**src/rtl/fifo_driver.sv**
```systemverilog
// Command-side initiator for the command-driven FIFO: arbitrates a write stream and a
// read stream into single PUSH/POP commands, tracks occupancy and flags non-response.
module fifo_driver #(
    parameter int unsigned WIDTH   = 8,
    parameter int unsigned DEPTH   = 256,
    parameter int unsigned TIMEOUT = 15
) (
    input  logic                       i_clk,
    input  logic                       i_reset,
    input  logic                       i_wr_valid,
    input  logic [WIDTH-1:0]           i_wr_data,
    output logic                       o_wr_ready,
    output logic                       o_rd_valid,
    output logic [WIDTH-1:0]           o_rd_data,
    input  logic                       i_rd_ready,
    output logic                       o_enable,
    output logic [1:0]                 o_cmd,
    output logic [WIDTH-1:0]           o_fifo_data,
    input  logic [WIDTH-1:0]           i_fifo_data,
    input  logic                       i_done,
    output logic [$clog2(DEPTH+1)-1:0] o_count,
    output logic                       o_full,
    output logic                       o_empty,
    output logic                       o_error
);

    localparam int unsigned CW = $clog2(DEPTH + 1);
    localparam int unsigned TW = $clog2(TIMEOUT);
    localparam logic [CW-1:0] DEPTH_C = CW'(DEPTH);
    localparam logic [TW-1:0] T_LAST  = TW'(TIMEOUT - 1);

    typedef enum logic [1:0] {
        IDLE      = 2'd0,
        WAIT_PUSH = 2'd1,
        WAIT_POP  = 2'd2
    } state_e;

    typedef enum logic [1:0] {
        CMD_NONE = 2'd0,
        CMD_PUSH = 2'd1,
        CMD_POP  = 2'd2
    } cmd_e;

    state_e            state_q, state_d;
    cmd_e              cmd_q, cmd_d;
    logic              enable_q;
    logic [WIDTH-1:0]  fifo_data_q, fifo_data_d;
    logic              rd_valid_q, rd_valid_d;
    logic [WIDTH-1:0]  rd_data_q, rd_data_d;
    logic [CW-1:0]     count_q, count_d;
    logic              full_q, full_d;
    logic              empty_q, empty_d;
    logic              error_q, error_d;
    logic              last_pop_q, last_pop_d;
    logic [TW-1:0]     wait_q, wait_d;
    logic              push_ok, pop_ok, wr_ready;

    always_ff @(posedge i_clk or posedge i_reset) begin
        if (i_reset) begin
            state_q     <= IDLE;
            cmd_q       <= CMD_NONE;
            enable_q    <= 1'b0;
            fifo_data_q <= '0;
            rd_valid_q  <= 1'b0;
            rd_data_q   <= '0;
            count_q     <= '0;
            full_q      <= 1'b0;
            empty_q     <= 1'b1;
            error_q     <= 1'b0;
            last_pop_q  <= 1'b1;
            wait_q      <= '0;
        end else begin
            state_q     <= state_d;
            cmd_q       <= cmd_d;
            enable_q    <= 1'b1;
            fifo_data_q <= fifo_data_d;
            rd_valid_q  <= rd_valid_d;
            rd_data_q   <= rd_data_d;
            count_q     <= count_d;
            full_q      <= full_d;
            empty_q     <= empty_d;
            error_q     <= error_d;
            last_pop_q  <= last_pop_d;
            wait_q      <= wait_d;
        end
    end

    always_comb begin
        state_d     = state_q;
        cmd_d       = CMD_NONE;
        fifo_data_d = fifo_data_q;
        rd_valid_d  = rd_valid_q;
        rd_data_d   = rd_data_q;
        count_d     = count_q;
        error_d     = error_q;
        last_pop_d  = last_pop_q;
        wait_d      = wait_q;
        wr_ready    = 1'b0;
        push_ok     = i_wr_valid && !full_q;
        pop_ok      = !empty_q && !rd_valid_q;

        if (rd_valid_q && i_rd_ready) begin
            rd_valid_d = 1'b0;
        end

        case (state_q)
            IDLE: begin
                wait_d = '0;
                // When both sides are eligible, serve the one not served last time.
                if (push_ok && (!pop_ok || last_pop_q)) begin
                    wr_ready    = 1'b1;
                    cmd_d       = CMD_PUSH;
                    fifo_data_d = i_wr_data;
                    state_d     = WAIT_PUSH;
                end else if (pop_ok) begin
                    cmd_d   = CMD_POP;
                    state_d = WAIT_POP;
                end
            end
            WAIT_PUSH, WAIT_POP: begin
                wait_d = wait_q + TW'(1);
                if (i_done) begin
                    state_d = IDLE;
                    if (state_q == WAIT_PUSH) begin
                        count_d    = count_q + CW'(1);
                        last_pop_d = 1'b0;
                    end else begin
                        rd_data_d  = i_fifo_data;
                        rd_valid_d = 1'b1;
                        count_d    = count_q - CW'(1);
                        last_pop_d = 1'b1;
                    end
                end else if (wait_q == T_LAST) begin
                    error_d = 1'b1;
                    state_d = IDLE;
                end
            end
            default: state_d = IDLE;
        endcase

        full_d  = (count_d == DEPTH_C);
        empty_d = (count_d == '0);
    end

    assign o_wr_ready  = wr_ready && !i_reset;
    assign o_rd_valid  = rd_valid_q;
    assign o_rd_data   = rd_data_q;
    assign o_enable    = enable_q;
    assign o_cmd       = cmd_q;
    assign o_fifo_data = fifo_data_q;
    assign o_count     = count_q;
    assign o_full      = full_q;
    assign o_empty     = empty_q;
    assign o_error     = error_q;

endmodule

```
**config.mk**
```make
export PLATFORM = sky130hd
export DESIGN_NAME = fifo_driver
export DESIGN_NICKNAME = d
export VERILOG_FILES = /design/src/rtl/fifo_driver.sv
export SDC_FILE = /design/constraint.sdc
export NUM_CORES = 1
export LEC_CHECK = 0
export ABC_AREA = 1
export BUFFER_PORTS_ARGS = -buffer_cell sky130_fd_sc_hd__buf_2
export CORE_ASPECT_RATIO = 1.75
export CORE_MARGIN = 3
export CORE_UTILIZATION = 53
export DETAILED_ROUTE_END_ITERATION = 10
export PLACE_DENSITY_LB_ADDON = 0.12
export SLEW_MARGIN = 30
export SYNTH_ARGS = -nofsm -noshare
export SYNTH_HDL_FRONTEND = slang
export SYNTH_SLANG_ARGS = --single-unit
```
**constraint.sdc**
```tcl
create_clock -name i_clk -period 6.6 [get_ports i_clk]
set_clock_uncertainty 0.2 [all_clocks]
set_input_delay 0.66 -clock i_clk [delete_from_list [all_inputs] [get_ports i_clk]]
set_output_delay 0.66 -clock i_clk [all_outputs]
set_load 0.005 [all_outputs]
```
==> impl_metrics.csv <==
group,metric,value,unit
global_route,grt_pass1_wl,6.900,mm
floorplan,start_util,55.41,%
clock_network,cts.path.max_buffers,2,
synth,synth_flop_cell,"dfrtp_1",
synth,ys_types,29,
route,detail_route.wirelength.met1,1.539,mm
placement,dp_hpwl,3.228,mm
route,routedWlPerCell,12.03,µm
route,topRoutingLayerUsed,"met4",
route,ant_nets,0,
timing,rsz0062_at_grt,"false",
synth,synthTopCellsByCount,"63 x nand2_1, 37 x dfrtp_1, 32 x inv_1, 22 x nand3_1, 15 x nor2_1",
clock_network,cts-root-buf,"clkbuf_8",
critical_path,path_class,"reg2reg",
floorplan,row_count,29,
timing,layout_setup_ws,4067,ps
global_route,grt_pass1_vias,1620,
floorplan,die_h,87.89,µm
timing,setup_viol,0,
clock_network,post_cts_resized,0,
placement,place_congestion,0.7564,
synth,yosysTopAreaCellShare,45.59,%
critical_path,r2r_slack,4070,ps
timing,slew_viol_final,0,
synth,netlist_area,2031,µm²
clock_network,cts_buffers,5,
cells_and_area,diodes,0,
timing,hold_slack,273.9,ps
critical_path,cp_data_required_time,6580,ps
clock_network,cts_tree,"built",
clock_network,htreeDepth,2,
route,detail_route.wirelength,4.055,mm
critical_path,critPathArrivalTime,2520,ps
cells_and_area,design_area,2442,µm²
floorplan,fp.dieW,52.79,µm
pwr,leakagePower,1.351,nW
timing,fin_crit_sh,38.38,%
synth,seq_area_frac_synth,48.18,%
critical_path,crit_fanout,11,
route,dr_wl_met2,2.250,mm
route,drc,0,
timing,min_period,2533,ps
timing,hold_viol,0,
placement,place_area,2342,µm²
cells_and_area,area_growth,20.27,%
global_route,antenna_found_initial,0,
critical_path,cp-start-kind,"flop",
cells_and_area,fin_nets,325,
global_route,overflow,0,
run_status,status,"complete, no violations",
clock_network,cts.sinks,39,
worst_hold_path,hp-class,"reg2reg",
placement,pre_cts_slack,4058,ps
pwr,p_per_area,500.0,nW/µm²
synth,netlist_instances,231,
route,wl_met3,165,µm
timing,clock.fmax,394.8,MHz
synth,synth_edf_count,0,
synth,synthArstFlopShare,100.0,%
clock_network,post_cts_buffers,0,
synth,synth.largest_area_cell,"dfrtp_1",
flow_run,cap_violations,0,
global_route,grt_max_degree,40,
synth,syn_area_per_cell,8.791,µm²
synth,synth_warnings,0,
floorplan,dieArea,4639,µm²
pwr,max-vdd-ir-drop,0.3249,mV
clock_network,clk_latency,280,ps
synth,syn_nets,266,
critical_path,end_kind,"flop",
global_route,grt_usage,20.24,%
route,first_iter_violations,24,
route,vias_per_cell,4.997,
route,vias,1684,
clock_network,hold_buffers,0,
route,drt_pass1_iterations,4,
floorplan,io_pins,54,
clock_network,path_clk_slew,70,ps
floorplan,core-area,3665,µm²
synth,synth_seq_cells,39,
timing,setup_tns,0,ps
synth,yosysMostFrequentCell,"nand2_1",
cells_and_area,drive_above_1_share,27.84,%
synth,synth_area_leaders,"dfrtp_1 46%, nand2_1 12%, ha_1 8.0%, inv_1 5.9%, nand3_1 5.4%",
placement,io_buffers,53,
stage by stage:
stage	utilization, %	std cells	total power, mW
after detailed placement	63.91	329	1.061
after global placement	63.91	329	1.046
after floorplan	-	231	0.8718
after global routing	66.64	337	1.355
after CTS	66.64	337	1.237
final	66.64	337	1.221
flip-flops by register name, indices dropped and copies added, names as in the netlist:
register,flops
o_error,1
last_pop_q,1
wait_q,4
o_rd_valid,1
o_empty,1
state_q,2
o_enable,1
o_full,1
o_cmd,2
o_count,9
o_fifo_data,8
o_rd_data,8
kinds of logic (layout without fill, tap and decap cells):
| group | Yosys count | count (layout) | share of synthesized area (%) |
|---|---|---|---|
| and+or+nand+nor | 114 | 114 | 25.02 |
| muxes | 8 | 8 | 4.436 |
| other | 1 | 1 | 0.1847 |
| buffers and inverters | 36 | 96 | 7.455 |
| adders and majority gates | 14 | 14 | 8.996 |
| DFF | 39 | 39 | 48.18 |
| AOI/OAI and AO/OA | 17 | 17 | 4.867 |
| xor gates and xnor gates | 2 | 2 | 0.8628 |
cell usage in the layout (no fill, tap or decap), drive strengths merged:
| cell | count |
|---|---|
| a21oi | 5 |
| a31oi | 1 |
| buf | 54 |
| clkbuf | 8 |
| clkinv | 2 |
| conb | 1 |
| dfrtp | 37 |
| dfstp | 2 |
| fa | 1 |
| ha | 13 |
| inv | 32 |
| mux2 | 8 |
| nand2 | 68 |
| nand3 | 24 |
| nand4 | 2 |
| nor2 | 15 |
| nor3 | 1 |
| nor3b | 1 |
| o21ai | 9 |
| o21bai | 2 |
| or2 | 3 |
| xor2 | 2 |
power breakdown:
group / internal, mW / leakage [nW] / switching, mW
Clock: 0.0953 / 0.0515 / 0.0776
Combinational: 0.266 / 0.824 / 0.376
Sequential: 0.342 / 0.476 / 0.0643
path summary, 6_finish.rpt:
path / start / endpoint / cells past startpoint
worst min-delay path: o_fifo_data[1] / o_fifo_data[1] / 2
min in group asynchronous: i_reset / o_fifo_data[4] / 3
worst max register to register: state_q[0] / o_full / 13
worst min register to register: o_fifo_data[1] / o_fifo_data[1] / 2
worst max-delay path: state_q[0] / o_full / 13
max in group asynchronous: i_reset / last_pop_q / 3
area by class of cell:
| class | instances | area (µm²) |
|---|---|---|
| tap | 46 | 57.56 |
| clock buffer | 8 | 100.1 |
| timing repair buffer | 54 | 272.8 |
| inverter | 34 | 132.6 |
| multi-input combinational | 156 | 900.9 |
| fill | 325 | 1222 |
| sequential | 39 | 978.4 |
metal layers:
| layer | vias to the layer above | GRT usage [%] |
|---|---|---|
| met4 | 0 | 9.535 |
| li1 | 843 | - |
| met5 | - | 0 |
| met3 | 9 | 3.918 |
| met1 | 794 | 21.55 |
| met2 | 38 | 36.88 |
worst max-delay path, cell delays in order, from the launching register on:
cell and delay [ps]:
dfrtp_1 410, ha_1 220, inv_1 330, ha_1 380, a21oi_2 210, nor2_1 60
nor2_1 140, nand2_1 70, nand2_1 90, nand3_1 80, nand2_1 60, nand2_1 80
inv_1 60, nor2_1 40
(Power assumes the default switching activity.)
